==> config.mk <==
export PLATFORM = sky130hd
export DESIGN_NAME = lander_thrust_ctrl
export DESIGN_NICKNAME = d
export VERILOG_FILES = /design/src/rtl/lander_thrust_ctrl.sv
export SDC_FILE = /design/constraint.sdc
export NUM_CORES = 1
export LEC_CHECK = 0
export CAP_MARGIN = 20
export CORE_MARGIN = 2
export CORE_UTILIZATION = 35
export DETAILED_ROUTE_END_ITERATION = 8
export MAX_ROUTING_LAYER = met4
export PLACE_DENSITY = 0.52
export SETUP_SLACK_MARGIN = 0.15
export SYNTH_ARGS = -nofsm -noshare
export SYNTH_HDL_FRONTEND = slang
export SYNTH_SLANG_ARGS = --single-unit
==> constraint.sdc <==
create_clock -name clk_25 -period 3.39 [get_ports clk_25]
set_clock_uncertainty 0.05 [all_clocks]
set_input_delay 0.678 -clock clk_25 [delete_from_list [all_inputs] [get_ports clk_25]]
set_output_delay 0.678 -clock clk_25 [all_outputs]
set_load 0.03 [all_outputs]
==> src/rtl/lander_thrust_ctrl.sv <==
// Thrust-lever controller: arbitrates analog stick vs. digital ramp and
// drives a clamped, registered 8-bit thrust value with bumpless hand-over.
module lander_thrust_ctrl #(
    parameter int unsigned TICK_DIV   = 98425,
    parameter int unsigned MAX_THRUST = 254,
    parameter int unsigned DEADZONE   = 8
) (
    input  logic              clk_25,
    input  logic              reset,
    input  logic [1:0]        mode,
    input  logic signed [7:0] analog_y,
    input  logic              thr_inc,
    input  logic              thr_dec,
    output logic [7:0]        thrust,
    output logic              src_dig
);

    localparam int unsigned PW       = (TICK_DIV > 1) ? $clog2(TICK_DIV) : 1;
    localparam logic [PW-1:0] PRE_LAST = PW'(TICK_DIV - 1);
    localparam logic [7:0]  MAX_T    = 8'(MAX_THRUST);
    localparam logic [8:0]  DZ       = 9'(DEADZONE);

    typedef enum logic {
        S_ANA,
        S_DIG
    } state_t;

    state_t        state;
    state_t        state_next;
    logic [7:0]    acc;
    logic [7:0]    ref_y;
    logic [PW-1:0] presc;
    logic          inc_d;
    logic          dec_d;

    logic [8:0]    a_full;
    logic [7:0]    a_thr;
    logic [8:0]    diff;
    logic [8:0]    diff_mag;
    logic          far;
    logic          any_btn;
    logic          one_held;
    logic          rise;
    logic          pre_term;
    logic          step;
    logic          apply_step;
    logic          load;
    logic [7:0]    acc_stepped;

    // Stick is inverted: full forward (-128) gives the largest thrust.
    assign a_full = 9'd127 - {analog_y[7], analog_y};
    assign a_thr  = (a_full > {1'b0, MAX_T}) ? MAX_T : a_full[7:0];

    assign diff     = {analog_y[7], analog_y} - {ref_y[7], ref_y};
    assign diff_mag = diff[8] ? (9'd0 - diff) : diff;
    assign far      = (diff_mag > DZ);

    assign any_btn  = thr_inc | thr_dec;
    assign one_held = thr_inc ^ thr_dec;
    assign rise     = one_held & ((thr_inc & ~inc_d) | (thr_dec & ~dec_d));
    assign pre_term = one_held & ~rise & (presc == PRE_LAST);
    assign step     = rise | pre_term;

    always_comb begin
        acc_stepped = acc;
        if (thr_inc) begin
            if (acc < MAX_T) begin
                acc_stepped = acc + 8'd1;
            end
        end else begin
            if (acc != 8'd0) begin
                acc_stepped = acc - 8'd1;
            end
        end
    end

    // Buttons win over stick movement while the digital source owns the lever.
    always_comb begin
        state_next = state;
        load       = 1'b0;
        case (mode)
            2'd0: state_next = S_ANA;
            2'd1: state_next = S_DIG;
            default: begin
                if (state == S_ANA) begin
                    if (any_btn) begin
                        state_next = S_DIG;
                        load       = 1'b1;
                    end
                end else if (!any_btn && far) begin
                    state_next = S_ANA;
                end
            end
        endcase
    end

    assign apply_step = step & ((state == S_DIG) | (state_next == S_DIG));

    always_ff @(posedge clk_25 or posedge reset) begin
        if (reset) begin
            state <= S_ANA;
        end else begin
            state <= state_next;
        end
    end

    always_ff @(posedge clk_25 or posedge reset) begin
        if (reset) begin
            inc_d <= 1'b0;
            dec_d <= 1'b0;
            presc <= '0;
        end else begin
            inc_d <= thr_inc;
            dec_d <= thr_dec;
            if (!one_held || rise || pre_term) begin
                presc <= '0;
            end else begin
                presc <= presc + 1'b1;
            end
        end
    end

    // The hand-over load captures the current analog value so the switch is bumpless.
    always_ff @(posedge clk_25 or posedge reset) begin
        if (reset) begin
            acc   <= 8'd0;
            ref_y <= 8'd0;
        end else if (load) begin
            acc   <= a_thr;
            ref_y <= analog_y;
        end else if (apply_step) begin
            acc   <= acc_stepped;
        end
    end

    always_ff @(posedge clk_25 or posedge reset) begin
        if (reset) begin
            thrust <= 8'd0;
        end else begin
            thrust <= (state == S_DIG) ? acc : a_thr;
        end
    end

    assign src_dig = (state == S_DIG);

endmodule

Word-level counts from Yosys, hierarchy flattened
Cells that the tools add are included.
{"block": "word_totals", "reg_bits": 44, "output_inout_bits": 9, "inputBits": 14}
{"block": "classes", "reduce_logical": 11, "magnitude_cmp": 3, "n_eq_ne": 3, "n_addsub": 6, "n_bitwise": 14, "mux": 15}
{"operator": "two-way mux 8 bit", "count": 7}
{"operator": "adder 17 x 1 -> 17 bit (second input constant)", "count": 1}
{"operator": "equality test 17 bit (second input constant)", "count": 1}
{"operator": "two-way mux 17 bit", "count": 1}
{"operator": "greater-than comparator 9 x 4 -> 1 bit (second input constant)", "count": 1}
{"operator": "greater-than comparator 9 x 8 -> 1 bit (second input constant)", "count": 1}
{"operator": "two-way mux 9 bit", "count": 1}
{"operator": "subtractor 1 x 9 -> 9 bit (first input constant)", "count": 1}
{"operator": "subtractor 8 x 8 -> 9 bit", "count": 1}
{"operator": "subtractor 8 x 8 -> 9 bit (first input constant)", "count": 1}
{"operator": "adder 8 x 1 -> 8 bit (second input constant)", "count": 1}
{"operator": "less-than comparator 8 bit (second input constant)", "count": 1}
{"operator": "nonzero test 8 bit", "count": 1}
{"operator": "subtractor 8 x 1 -> 8 bit (second input constant)", "count": 1}
{"operator": "AND 1 bit", "count": 6}
{"operator": "two-way mux 1 bit", "count": 5}
{"operator": "OR 1 bit", "count": 4}
{"operator": "inequality test 3 x 1 -> 1 bit (second input constant)", "count": 1}
{"operator": "inverter 1 bit", "count": 3}
{"operator": "AND reduction 3 bit", "count": 1}
{"operator": "nonzero test 3 bit", "count": 1}
{"operator": "equality test 2 x 1 -> 1 bit (second input constant)", "count": 1}
{"operator": "zero test 1 bit", "count": 2}
{"operator": "zero test 2 bit", "count": 1}
{"operator": "6 further kinds", "count": 7}

Depth between registers and ports, before layout
{"block": "depth", "word_depth": 12, "depth_mapped": 12, "ltp_nobuf": 12}

Worst setup path after synthesis
OpenSTA, ideal clock, no wires.
{"block": "synth_path", "path_kind": "input -> register", "startpoint": "input analog_y[0]", "endpoint": "register state, in the netlist src_dig", "required_ps": 3244, "slack_ps": 284, "stages": 11, "path_buffers": 0, "t_arrival_ps": 2961, "cell_sequence": "inv_1 -> ha_1 -> inv_1 -> fa_1 -> a211o_2 -> o21ai_2 -> xnor2_1 -> or3_4 -> o41a_1 -> o2111a_1 -> a311oi_2"}
{"block": "synth_between", "elab_chain_len": 8}
{"element": "start, declared", "line_no": "11", "rtl": "input logic signed [7:0] analog_y,"}
{"element": "subtractor 8 x 8 -> 9 bit *", "line_no": "54", "rtl": "assign diff = {analog_y[7], analog_y} - {ref_y[7], ref_y};"}
{"element": "subtractor 1 x 9 -> 9 bit", "line_no": "55", "rtl": "assign diff_mag = diff[8] ? (9'd0 - diff) : diff;"}
{"element": "two-way mux 9 bit *", "line_no": "55"}
{"element": "greater-than comparator 9 x 4 -> 1 bit *", "line_no": "56", "rtl": "assign far = (diff_mag > DZ);"}
{"element": "logical AND 1 bit *", "line_no": "90", "rtl": "end else if (!any_btn && far) begin"}
{"element": "two-way mux 1 bit *", "line_no": "90"}
{"element": "two-way mux 1 bit *", "line_no": "85", "rtl": "if (state == S_ANA) begin"}
{"element": "case mux 1 bit (2 select lines) *", "line_no": "81", "rtl": "case (mode)"}
{"element": "named net state_next", "line_no": "29", "rtl": "state_t state_next;"}
{"element": "end signal, assigned", "line_no": "103", "rtl": "state <= state_next;"}
{"element": "end, declared", "line_no": "28", "rtl": "state_t state;"}
The timed path passes the listed nets; every way through them passes the cells marked *.
A chain may end at the register's enable or synchronous reset.

Worst setup path in the final report
Same ends and word-level chain as after synthesis.

==> flow_summary.toml <==
[place]
portBuffers = 22
hpwl_um = 4848
place_congestion = 0.7893

[synthesis]
synth_edf_count = 0
synthTopCellsByArea = "dfrtp_1 39%, ha_1 8.1%, xor2_1 5.6%"
syn-instance-count = 289
ys_async_sr_fraction_pct = 100.0
syn-num-nets = 323
ys_seq_area_share_pct = 39.37
yosys_warnings = 0
syn-cell-area_mm2 = 0.002796
yosysMostFrequentCell = "dfrtp_1"
ys_seq_elements = 44
synthTopCellsByCount = "44 x dfrtp_1, 29 x nor2_1, 24 x inv_1, 19 x nand2_1"
avgSynthCellArea_um2 = 9.676
synthDistinctLibCells = 56
yosysTopAreaCell = "dfrtp_1"
synth_flop_cell = "dfrtp_1"
synth.top_cell.area_share_pct = 39.37

[worst_setup_path]
r2r_cells = 11
cp_max_fo = 4
rrSetupSlack_ns = 0.57
r2r_start = "ref_y[0]"
crit_start = "analog_y[0]"
r2r_end = "src_dig"
critPathCapture = "src_dig"
end_kind = "register"
cp-start-kind = "input port"
required_ns = 3.54
cp_data_arrival_time_ns = 3.19
critPathKind = "input port to register"

[layout]
syn2layout_area_growth_pct = 26.98
final_core_util_pct = 45.95
multi_input_area_mm2 = 0.001637
diodes = 0
n_fill_cell = 762
layout.nets = 380
seqCellArea_mm2 = 0.001101
drive_above_1_share_pct = 17.87

[routing]
first_pass_iters = 4
drtAntennaViolNets = 0
num_vias = 2220
drtIter0Drc = 63
wire_per_inst_um = 13.97
drc = 0
finalWirelength_um = 6273
vias_per_cell = 4.944

[timing]
hold_viol_final = 0
slew_viol_final = 0
slew_headroom_pct = 38.74
period_needed_ns = 3.045
tns_ns = 0
fmax_mhz = 328.4
fin_crit_sh_pct = 89.83
rsz0062_at_grt = "false"
setup_viol = 0
worstMarginPinSlew_ns = 0.9176
hold_slack_ns = 0.4453

[cts]
cts_tree = "done"
cts_buffer_depth = 2
cts.sinks = 44
clk_pin_slew_ns = 0.08
cts-root-buf = "clkbuf_8"
cts_made_buffers = 5
clk-insertion-delay-late_ns = 0.29
cts-htree-levels = 2
holdBufCountCts = 0

[global_routing]
grt_max_degree = 45
grt-ovfl-total = 0
grt_pass1_wl_um = 10780
grt_pass1_vias = 2290
antenna_found_initial = 0
grt_usage_pct = 15.75

[die]
initial_core_util_pct = 36.19
core-area_mm2 = 0.007727
dieArea_mm2 = 0.008721
die_h_um = 93.39
die_x_um = 93.39
rows = 32
ioPinCount = 23

[hold_path]
hold_path.class = "register to register"
hold_depth = 1

[pwr]
leakagePower_nw = 1.615
p_per_area_mw_per_mm2 = 726.8
power_mw = 2.581
max-vdd-ir-drop_uv = 474.6

[outcome]
outcome = "finished, final reports clean"

[run]
cap_viol_max_count = 0
[state kept, by name, indices dropped and copies added (netlist names)]
register	cells
thrust	8
dec_d	1
acc	8
ref_y	8
inc_d	1
src_dig	1
presc	17
[cell usage in the layout (no fill, tap or decap), drive strengths merged, types with 3 or more instances in the layout]
| cell type | netlist | routed |
|---|---|---|
| nor3 | 5 | 5 |
| nand2 | 20 | 20 |
| mux2i | 12 | 12 |
| xor2 | 18 | 18 |
| nor3b | 3 | 3 |
| and3 | 3 | 3 |
| clkbuf | 4 | 6 |
| o21ai | 14 | 14 |
| nand3 | 9 | 9 |
| nor2 | 29 | 29 |
| o21a | 7 | 7 |
| nand4 | 5 | 5 |
| dfrtp | 44 | 44 |
| clkdlybuf4s50 | 0 | 20 |
| inv | 24 | 24 |
| a21o | 4 | 4 |
| mux2 | 5 | 5 |
| nor2b | 4 | 4 |
| a21oi | 9 | 9 |
| buf | 1 | 33 |
| ha | 18 | 18 |
| xnor2 | 9 | 9 |
[kinds of logic (layout without fill, tap and decap cells)]
logic type	Yosys count	count (layout)	synth area share, %
AO/OA/AOI/OAI	57	57	14.72
XOR/XNOR	27	27	8.456
adder cells (fa/ha/maj)	21	21	9.844
buffers and inverters	29	87	3.937
flip-flops	44	44	39.37
multiplexers	17	17	6.309
AND/OR/NAND/NOR	94	94	17.36
[what timing repair did]
item	4_1_cts	5_1_grt
resized for setup	8	4
buffers inserted	3	1
endpoints found under the setup margin	1	1
pin swaps	9	8
[per-layer routing]
metal	up-vias	global-route usage, %	share of wire, %
met4	0	2.696	0.89
met3	6	2.417	1.8
li1	1142	-	-
met1	1046	22.04	51
met5	-	-	0
met2	26	24.70	46
[through the flow]
stage | cells | area (µm²) | setup slack, ns
2_1_floorplan | 289 | 2796 | 0.2838
3_3_place_gp | 437 | 3347 | -0.2016
3_5_place_dp | 437 | 3347 | -0.2669
4_1_cts | 448 | 3525 | 0.2681
5_1_grt | 449 | 3551 | 0.1777
6_report | 449 | 3551 | 0.3449
[critical path, stage by stage]
cell and delay (ns):
clkdlybuf4s15_1 0.17, inv_1 0.06, ha_2 0.18, inv_2 0.04, fa_2 0.35, a211o_4 0.36
o21ai_4 0.07, xnor2_2 0.14, buf_4 0.14, and2b_1 0.18, o41a_1 0.36, o2111a_1 0.24
a311oi_2 0.23
[worst min-delay path by stage]
stage | start | to | slack, ns
5_1_grt | presc[0] | presc[0] | 0.46
4_1_cts | presc[0] | presc[0] | 0.44
2_1_floorplan | presc[0] | presc[0] | 0.40
6_report | presc[0] | presc[0] | 0.45
3_3_place_gp | presc[0] | presc[0] | 0.43
3_5_place_dp | presc[0] | presc[0] | 0.43
[power by group]
group          total (mW)  leakage, nW  internal, mW  switching [mW]
Clock               0.423       0.0614         0.241           0.182
Sequential          0.748        0.553         0.649          0.0982
Combinational        1.41         1.00         0.715           0.695
Total                2.58         1.62          1.61           0.975
[cell type report]
class                   instances  area share (%)
flip-flops and latches         44           31.01
clock buffers                   6           2.326
multi-input cells             216           46.09
clock inverters                 2           1.092
well taps                     102           3.594
repair buffers                 55           13.35
inverters                      24           2.537
Power figures use the tool's default switching activity.
